<file path="config.mk">
export PLATFORM = sky130hd
export DESIGN_NAME = mem_port_arbiter_flat
export DESIGN_NICKNAME = d
export VERILOG_FILES = /design/src/rtl/mem_port_arbiter_if.sv /design/src/rtl/mem_port_arbiter.sv /design/src/flat_wrapper.sv
export SDC_FILE = /design/constraint.sdc
export NUM_CORES = 1
export LEC_CHECK = 0
export ABC_CLOCK_PERIOD_IN_PS = 7820
export CAP_MARGIN = 20
export CORE_MARGIN = 3
export CORE_UTILIZATION = 43
export DETAILED_ROUTE_END_ITERATION = 7
export HOLD_SLACK_MARGIN = 0.06
export PLACE_DENSITY = 0.77
export SYNTH_ARGS = -nofsm -noshare
export SYNTH_HDL_FRONTEND = slang
export SYNTH_SLANG_ARGS = --single-unit
</file>
<file path="constraint.sdc">
create_clock -name clock -period 7.82 [get_ports clock]
set_input_delay 1.564 -clock clock [delete_from_list [all_inputs] [get_ports clock]]
set_output_delay 1.564 -clock clock [all_outputs]
set_load 0.03 [all_outputs]
</file>
<file path="src/rtl/mem_port_arbiter_if.sv">
// rtl/mem_port_arbiter_if.sv - requester and memory-side signal bundle for mem_port_arbiter
// slave is the arbiter's view; master is the requesters/memory view.
interface mem_port_arbiter_if #(
  parameter int ADDR_W = 32,
  parameter int DATA_W = 32
);
  logic              if_req;
  logic [ADDR_W-1:0] if_addr;
  logic              if_ack;
  logic [DATA_W-1:0] if_data;

  logic              ld_req;
  logic [ADDR_W-1:0] ld_addr;
  logic              ld_ack;
  logic [DATA_W-1:0] ld_data;

  logic              st_req;
  logic [ADDR_W-1:0] st_addr;
  logic [DATA_W-1:0] st_data;
  logic [2:0]        st_type;
  logic              st_ack;

  logic              mem_rd_req;
  logic              mem_wr_req;
  logic [ADDR_W-1:0] mem_addr;
  logic [DATA_W-1:0] mem_wdata;
  logic [2:0]        mem_wtype;
  logic [DATA_W-1:0] mem_rdata;

  logic              busy;
  logic              bad_type;

  modport slave (
    input  if_req, if_addr, ld_req, ld_addr,
    input  st_req, st_addr, st_data, st_type, mem_rdata,
    output if_ack, if_data, ld_ack, ld_data, st_ack,
    output mem_rd_req, mem_wr_req, mem_addr, mem_wdata, mem_wtype,
    output busy, bad_type
  );

  modport master (
    output if_req, if_addr, ld_req, ld_addr,
    output st_req, st_addr, st_data, st_type, mem_rdata,
    input  if_ack, if_data, ld_ack, ld_data, st_ack,
    input  mem_rd_req, mem_wr_req, mem_addr, mem_wdata, mem_wtype,
    input  busy, bad_type
  );
endinterface

</file>
<file path="src/rtl/mem_port_arbiter.sv">
// rtl/mem_port_arbiter.sv - shares one data-memory port between fetch, load and store units
// Optional ARB_ROUND_ROBIN_EN replaces fixed store>load>fetch priority with a rotating pointer.
module mem_port_arbiter #(
  parameter int MEM_LATENCY = 2,
  parameter int ADDR_W      = 32,
  parameter int DATA_W      = 32
) (
  input  logic            clock,
  input  logic            reset,
  mem_port_arbiter_if.slave bus
);

  typedef enum logic [1:0] {IDLE, ISSUE, WAIT, RESP} state_t;
  typedef enum logic [1:0] {WIN_IF, WIN_LD, WIN_ST} win_t;

  localparam logic [3:0] LAT = 4'(MEM_LATENCY);

  state_t            state;
  state_t            state_next;
  win_t              winner;
  win_t              win_next;
  logic              any_req;
  logic [3:0]        cnt;
  logic [DATA_W-1:0] rdata_q;
  logic [ADDR_W-1:0] addr_next;

`ifdef ARB_ROUND_ROBIN_EN
  // 0: store first, 1: load first, 2: fetch first
  logic [1:0] rr_ptr;
`endif

  assign any_req = bus.if_req | bus.ld_req | bus.st_req;

  always_comb begin : grant_select
    win_next = WIN_IF;
`ifdef ARB_ROUND_ROBIN_EN
    case (rr_ptr)
      2'd1: begin
        if (bus.ld_req)      win_next = WIN_LD;
        else if (bus.if_req) win_next = WIN_IF;
        else if (bus.st_req) win_next = WIN_ST;
      end
      2'd2: begin
        if (bus.if_req)      win_next = WIN_IF;
        else if (bus.st_req) win_next = WIN_ST;
        else if (bus.ld_req) win_next = WIN_LD;
      end
      default: begin
        if (bus.st_req)      win_next = WIN_ST;
        else if (bus.ld_req) win_next = WIN_LD;
        else                 win_next = WIN_IF;
      end
    endcase
`else
    if (bus.st_req)      win_next = WIN_ST;
    else if (bus.ld_req) win_next = WIN_LD;
    else                 win_next = WIN_IF;
`endif
  end

  always_comb begin : addr_select
    case (win_next)
      WIN_ST:  addr_next = bus.st_addr;
      WIN_LD:  addr_next = bus.ld_addr;
      default: addr_next = bus.if_addr;
    endcase
  end

  always_comb begin : next_state
    state_next = state;
    case (state)
      IDLE:    if (any_req) state_next = ISSUE;
      ISSUE:   state_next = WAIT;
      WAIT:    if (cnt <= 4'd1) state_next = RESP;
      RESP:    state_next = IDLE;
      default: state_next = IDLE;
    endcase
  end

  // Outputs are registered from the current state, so each strobe/ack appears
  // in the cycle after the edge that leaves the corresponding state.
  always_ff @(posedge clock or posedge reset) begin
    if (reset) begin
      state          <= IDLE;
      winner         <= WIN_IF;
      cnt            <= 4'd0;
      rdata_q        <= '0;
      bus.if_ack     <= 1'b0;
      bus.if_data    <= '0;
      bus.ld_ack     <= 1'b0;
      bus.ld_data    <= '0;
      bus.st_ack     <= 1'b0;
      bus.mem_rd_req <= 1'b0;
      bus.mem_wr_req <= 1'b0;
      bus.mem_addr   <= '0;
      bus.mem_wdata  <= '0;
      bus.mem_wtype  <= 3'd0;
      bus.busy       <= 1'b0;
      bus.bad_type   <= 1'b0;
`ifdef ARB_ROUND_ROBIN_EN
      rr_ptr         <= 2'd0;
`endif
    end else begin
      state          <= state_next;
      bus.busy       <= (state_next != IDLE);
      bus.mem_rd_req <= 1'b0;
      bus.mem_wr_req <= 1'b0;
      bus.bad_type   <= 1'b0;
      bus.if_ack     <= 1'b0;
      bus.ld_ack     <= 1'b0;
      bus.st_ack     <= 1'b0;

      case (state)
        IDLE: begin
          if (any_req) begin
            winner       <= win_next;
            bus.mem_addr <= addr_next;
            if (win_next == WIN_ST) begin
              bus.mem_wdata <= bus.st_data;
              bus.mem_wtype <= bus.st_type;
            end
`ifdef ARB_ROUND_ROBIN_EN
            case (win_next)
              WIN_ST:  rr_ptr <= 2'd1;
              WIN_LD:  rr_ptr <= 2'd2;
              default: rr_ptr <= 2'd0;
            endcase
`endif
          end
        end
        ISSUE: begin
          cnt <= LAT;
          if (winner == WIN_ST) begin
            // Illegal store widths are dropped but still acknowledged.
            if (bus.mem_wtype > 3'd2) bus.bad_type   <= 1'b1;
            else                      bus.mem_wr_req <= 1'b1;
          end else begin
            bus.mem_rd_req <= 1'b1;
          end
        end
        WAIT: begin
          if (cnt > 4'd1) begin
            cnt <= cnt - 4'd1;
          end else begin
            cnt <= 4'd0;
            if (winner != WIN_ST) rdata_q <= bus.mem_rdata;
          end
        end
        RESP: begin
          case (winner)
            WIN_IF: begin
              bus.if_ack  <= 1'b1;
              bus.if_data <= rdata_q;
            end
            WIN_LD: begin
              bus.ld_ack  <= 1'b1;
              bus.ld_data <= rdata_q;
            end
            default: bus.st_ack <= 1'b1;
          endcase
        end
        default: ;
      endcase
    end
  end

endmodule

</file>
<file path="src/flat_wrapper.sv">
// flat-port wrapper written by rule: the top's interface ports become plain ports
module mem_port_arbiter_flat 
#(
  parameter int MEM_LATENCY = 2,
  parameter int ADDR_W      = 32,
  parameter int DATA_W      = 32
)
  (clock, reset, bus_if_req, bus_if_addr, bus_ld_req, bus_ld_addr, bus_st_req, bus_st_addr, bus_st_data, bus_st_type, bus_mem_rdata, bus_if_ack, bus_if_data, bus_ld_ack, bus_ld_data, bus_st_ack, bus_mem_rd_req, bus_mem_wr_req, bus_mem_addr, bus_mem_wdata, bus_mem_wtype, bus_busy, bus_bad_type);
  mem_port_arbiter_if #(.ADDR_W(ADDR_W), .DATA_W(DATA_W)) bus_i ();
  input  logic clock;
  input  logic reset;
  input wire logic [$bits(bus_i.if_req)-1:0] bus_if_req;
  input wire logic [$bits(bus_i.if_addr)-1:0] bus_if_addr;
  input wire logic [$bits(bus_i.ld_req)-1:0] bus_ld_req;
  input wire logic [$bits(bus_i.ld_addr)-1:0] bus_ld_addr;
  input wire logic [$bits(bus_i.st_req)-1:0] bus_st_req;
  input wire logic [$bits(bus_i.st_addr)-1:0] bus_st_addr;
  input wire logic [$bits(bus_i.st_data)-1:0] bus_st_data;
  input wire logic [$bits(bus_i.st_type)-1:0] bus_st_type;
  input wire logic [$bits(bus_i.mem_rdata)-1:0] bus_mem_rdata;
  output wire logic [$bits(bus_i.if_ack)-1:0] bus_if_ack;
  output wire logic [$bits(bus_i.if_data)-1:0] bus_if_data;
  output wire logic [$bits(bus_i.ld_ack)-1:0] bus_ld_ack;
  output wire logic [$bits(bus_i.ld_data)-1:0] bus_ld_data;
  output wire logic [$bits(bus_i.st_ack)-1:0] bus_st_ack;
  output wire logic [$bits(bus_i.mem_rd_req)-1:0] bus_mem_rd_req;
  output wire logic [$bits(bus_i.mem_wr_req)-1:0] bus_mem_wr_req;
  output wire logic [$bits(bus_i.mem_addr)-1:0] bus_mem_addr;
  output wire logic [$bits(bus_i.mem_wdata)-1:0] bus_mem_wdata;
  output wire logic [$bits(bus_i.mem_wtype)-1:0] bus_mem_wtype;
  output wire logic [$bits(bus_i.busy)-1:0] bus_busy;
  output wire logic [$bits(bus_i.bad_type)-1:0] bus_bad_type;
  assign bus_i.if_req = bus_if_req;
  assign bus_i.if_addr = bus_if_addr;
  assign bus_i.ld_req = bus_ld_req;
  assign bus_i.ld_addr = bus_ld_addr;
  assign bus_i.st_req = bus_st_req;
  assign bus_i.st_addr = bus_st_addr;
  assign bus_i.st_data = bus_st_data;
  assign bus_i.st_type = bus_st_type;
  assign bus_i.mem_rdata = bus_mem_rdata;
  assign bus_if_ack = bus_i.if_ack;
  assign bus_if_data = bus_i.if_data;
  assign bus_ld_ack = bus_i.ld_ack;
  assign bus_ld_data = bus_i.ld_data;
  assign bus_st_ack = bus_i.st_ack;
  assign bus_mem_rd_req = bus_i.mem_rd_req;
  assign bus_mem_wr_req = bus_i.mem_wr_req;
  assign bus_mem_addr = bus_i.mem_addr;
  assign bus_mem_wdata = bus_i.mem_wdata;
  assign bus_mem_wtype = bus_i.mem_wtype;
  assign bus_busy = bus_i.busy;
  assign bus_bad_type = bus_i.bad_type;
  mem_port_arbiter #(.MEM_LATENCY(MEM_LATENCY), .ADDR_W(ADDR_W), .DATA_W(DATA_W)) u_core (.clock(clock), .reset(reset), .bus(bus_i));
endmodule
</file>
Yosys cells after proc, flatten, opt, wreduce, memory -nomap -nowiden
Index checks and enable logic that the tools add are counted.
Widths: inputs -> output; s select.

word-level totals
  memory bits (read-only) = 0
  memories kept = 0
  bits of input ports = 168
  latch bits = 0
  memory bits (writable) = 0
  output and inout bits = 138
  bits in registers = 178
  logic and storage cells = 63

operators by class
  multipliers = 0
  eq/ne operators = 8
  shift operators = 0
  reductions and logical operators = 10
  magnitude comparators = 3
  bitwise operators = 3
  add/subtract/negate cells = 1
  div/mod/pow operators = 0
  muxes and demuxes = 22

operators by type and width
  kind                 count
  $pmux 32 s2          1
  $mux 1               15
  $eq 2x2->1 const B   4
  $pmux 2 s4           1
  $pmux 4 s2           1
  $eq 2x1->1 const B   3
  $mux 2               3
  $reduce_and 2->1     3
  $reduce_and 3->1     2
  $gt 4x1->1 const B   1
  $le 4x1->1 const B   1
  $logic_not 2->1      2
  $mux 4               1
  $reduce_bool 2->1    2
  $sub 4x1->4 const B  1
  $gt 3x2->1 const B   1
  $ne 2x2->1 const B   1
  $or 1x1->1           2
  $reduce_or 2->1      1
  $not 1->1            1

Logic depth before layout (Yosys ltp)
  depth after elaboration = 5
  gate-level depth with buffers = 6
  depth with buffers taken out = 5

Worst setup path after synthesis
No wires, ideal clock.

  path type = input-to-reg
  from = in bus_ld_req
  to = reg u_core.bus.mem_addr[10]
  buffers on the path = 2
  library setup time = 125 ps
  slack = 5,127 ps
  data arrival time = 2,569 ps
  cell stages on the path = 4
  data required time = 7,695 ps
  cell sequence = buf_6 -> o31ai_4 -> buf_6 -> mux2_2

between the ends
  cells in the longest elaborated chain, start to end = 4
  elaborated cells between the ends (all ways) = 8
  those cells by class = eq/ne (2); mux (3); bitwise (2); reduce/logical (1)

ends and longest elaborated chain
  what                                             line                       source
  start, declared                                  flat_wrapper.sv:14         input wire logic [$bits(bus_i.ld_req)-1:0] bus_ld_req;
  $mux 1                                           mem_port_arbiter.sv:56     else if (bus.ld_req) win_next = WIN_LD;
  $mux 2                                           mem_port_arbiter.sv:55     if (bus.st_req) win_next = WIN_ST;
  $eq 2x1->1 / $eq 2x2->1 (equally long branches)  mem_port_arbiter.sv:62     case (win_next)
  $pmux 32 s2                                      mem_port_arbiter.sv:62
  end signal, assigned                             mem_port_arbiter.sv:117    bus.mem_addr <= addr_next;
  end, declared                                    mem_port_arbiter_if.sv:37  output mem_rd_req, mem_wr_req, mem_addr, mem_wdata, mem_wtype,

Several ways; a longest one is shown, not always the timed one.
A chain may end at the register's enable or synchronous reset.

Worst setup path in the final report
  from = reg u_core.bus.mem_wtype[1]
  to = out bus_mem_wtype[1]

RTL lines
  what                    line                       source
  start, declared         mem_port_arbiter_if.sv:37
  start signal, assigned  mem_port_arbiter.sv:120    bus.mem_wtype <= bus.st_type;
  end, declared           flat_wrapper.sv:30         output wire logic [$bits(bus_i.mem_wtype)-1:0] bus_mem_wtype;

No word-level cell between the ends.

==> metrics <==
Post-Syn Area 7560 um2; drt wl/cell 18.5 um; share of cells above drive strength 1 23.8%; Root Driver clkbuf_16; Hold-fix buffers, CTS 0; H-Tree Depth 4; Max Buffers Root-to-Sink 2; Max Clk Rate 326 MHz; post-synthesis adder-cell area fraction 1.16%; Core Region 16900 um2; YS warnings 0; Min Hold Slack 0.502 ns; CP Launch Type register; number of global-route vias before repair 5765; Initial DRC Count 175; area growth from synthesis to layout 50.8%; clock period minus worst slack 3.07 ns; Post-Syn Nets 690; antenna violations before repair 0; Slew Viols, Final 0; Max IR drop VDD 0.274 mV; largest net degree at the start of global routing 99; fraction of the mapped netlist area in simple logic gates 3.47%; Post-Synthesis Cells 515; Final Hold Fails 0; grt total ovfl 0; Total Routing Usage GR 20.3%; critical path's top delay family buffers and inverters; RSZ-0062 raised after global routing no; Clock Sinks 178; slew of the pin with the lowest slew margin 1.02 ns; Worst-path clk slew 0.06 ns; Vias 5286; final HPWL from detailed placement 14300 um; Initial Utilization 44.8%; final core utilization 67.6%; post-synthesis xor/xnor area fraction 0%; port buffer count 305; critical path, cell by cell clkdlybuf4s50_1; Syn Area/Cell 14.7 um2; pwr dens 443 nW/um2; First-pass DRT Iterations 6; RePlAce Congestion 0.836; Site Rows 47; CP Data Arrival Time 1.51 ns; post-route ant nets 0; Residual DRC 0; die width 139 um; worst min path class reg -> reg; clk_lat worst skew 0.42 ns; Reg2Reg Depth 6; setup bufs post-CTS 0; CP peak stage delay 0.71 ns; fin crit share 39.3%; Top Ports 306; post-synthesis mux area share 30.1%; vias per inst 5.02; total power 5050 uW; Post-DP Area 10800 um2; Distinct cells, synth 35; Post-Route WL 19500 um; Die Ht 139 um; fin nets 995; Fin Setup TNS 0 ns; WP depth 1; Die ar. 19200 um2; Leak 0.00500 uW; CTS tree done; number of max-cap violations 0; Crit Path Class reg -> out; largest family of logic cells by synthesized area multiplexers; Buf/Inv on CP 1; Antenna Cells 0; number of setup violations in the final report 0; Final Skew 0.00975 ns; CP Capture Type output pin; Final Cell Area 11400 um2; slowest CP cell clkdlybuf4s50_1; status complete, no violations; worst path required time 6.26 ns; post-synthesis register bit count 178; Hold Path Depth 1; register area share after synthesis 58.9%; first-pass GRT wire length 31100 um; compound-cell area share of the yosys netlist 3.49%; cts bufs inserted 17; post_cts resized 0; Slew headroom 31.9%; crit path max fanout 3
## synthesized netlist by cell type
library cell | count | share of area (%)
dfrtp_1 | 178 | 59
mux2_2 | 121 | 18
nand2_1 | 36 | 1.8
o21ai_0 | 34 | 2.3
mux2i_1 | 33 | 4.4
mux2_4 | 30 | 6.0
mux2_1 | 12 | 1.8
buf_2 | 10 | 0.66
inv_1 | 9 | 0.45
buf_6 | 7 | 1.0
ha_1 | 7 | 1.2
buf_4 | 5 | 0.50
clkbuf_1 | 4 | 0.20
nor3_1 | 4 | 0.26
a21o_1 | 2 | 0.20
a21oi_1 | 2 | 0.13
and2_1 | 2 | 0.17
nand2b_1 | 2 | 0.17
a211oi_1 | 1 | 0.099
a2bb2oi_1 | 1 | 0.12
and3_1 | 1 | 0.083
and4_1 | 1 | 0.12
nand2_4 | 1 | 0.15
nand3b_1 | 1 | 0.099
nand4_2 | 1 | 0.17
nor2_1 | 1 | 0.050
nor2_2 | 1 | 0.083
nor3b_1 | 1 | 0.099
nor3b_2 | 1 | 0.17
o22a_1 | 1 | 0.12
o22ai_1 | 1 | 0.083
o2bb2ai_1 | 1 | 0.12
o31ai_1 | 1 | 0.099
o31ai_4 | 1 | 0.28
or2_2 | 1 | 0.083
## state kept, by name (all words and copies together), names as in the netlist
signal and flops:
u_core.winner 2, u_core.bus.bad_type 1, u_core.bus.mem_wdata 32, u_core.bus.ld_data 32, u_core.bus.if_data 32, u_core.bus.mem_rd_req 1
u_core.state 2, u_core.bus.busy 1, u_core.bus.mem_wtype 3, u_core.bus.if_ack 1, u_core.rdata_q 32, u_core.bus.st_ack 1
u_core.bus.ld_ack 1, u_core.bus.mem_wr_req 1, u_core.cnt 4, u_core.bus.mem_addr 32
## area by class of cell
class	count	area (um2)
tap	220	275
inverter	9	38.8
fill	1150	5470
clock buffer	20	457
multi-input combinational	302	2900
timing repair buffer	312	3120
clock inverter	12	166
sequential	178	4450
## worst reg2reg max path: cells and delay by family (launching register included)
family / cells / cell delay (ns)
DFF: 1 / 0.38
and+or+nand+nor: 2 / 0.43
adders and majority gates: 1 / 0.23
buffers and inverters: 2 / 0.63
muxes: 1 / 0.42
## routing by layer
layer / routed length (um) / GRT usage (%)
met1: 7710 / 24.4
met2: 10000 / 35.2
met3: 1320 / 6.21
met4: 406 / 6.39
met5: 0 / 0
## cells by family after synthesis
| group | Yosys count |
|---|---|
| simple gates | 54 |
| buf+inv | 35 |
| mux | 196 |
| fa+ha+maj | 7 |
| flops | 178 |
| compound gates | 45 |
## stage by stage
step | worst slack, ns | instances
after floorplan | 1.43 | 515
after global placement | 4.09 | 1020
after detailed placement | 3.99 | 1020
final | 4.75 | 1053
after CTS | 4.44 | 1052
after global routing | 4.66 | 1053
## where the power goes
part           internal [uW]  switching, uW  total, uW
sequential              1390            286       1670
clock                    527            362        889
combinational           1210           1280       2490
total                   3130           1930       5050
## worst paths after layout
| path | from | endpoint | slack, ns |
|---|---|---|---|
| max in group asynchronous | reset | u_core.bus.mem_addr[24]$_DFFE_PP0P_ | 4.89 |
| worst min-delay path | u_core.bus.mem_addr[7]$_DFFE_PP0P_ | u_core.bus.mem_addr[7]$_DFFE_PP0P_ | 0.50 |
| min in group asynchronous | reset | u_core.bus.mem_wdata[13]$_DFFE_PP0P_ | 1.68 |
| worst min register to register | u_core.bus.mem_addr[7]$_DFFE_PP0P_ | u_core.bus.mem_addr[7]$_DFFE_PP0P_ | 0.50 |
| worst max-delay path | u_core.bus.mem_wtype[1]$_DFFE_PP0P_ | bus_mem_wtype[1] | 4.75 |
| worst max register to register | u_core.cnt[0]$_DFFE_PP0P_ | u_core.rdata_q[28]$_DFFE_PP0P_ | 5.63 |
## placed cells by master (no fill, tap or decap), types with 2 or more instances in the layout
cell type        count
clkbuf_16           17
inv_6                5
bufinv_16            3
and2_1               2
dfrtp_1            178
mux2_1              12
inv_1                8
nor3_1               4
mux2_2             121
clkdlybuf4s50_1    303
a21oi_1              2
ha_1                 7
nand2_1             36
o21ai_0             34
buf_4                6
mux2i_1             33
mux2_4              30
clkbuf_8             2
buf_2                2
clkinv_4             2
nand2b_1             2
a21o_1               2
No activity file was read; power rests on OpenSTA's default activity.
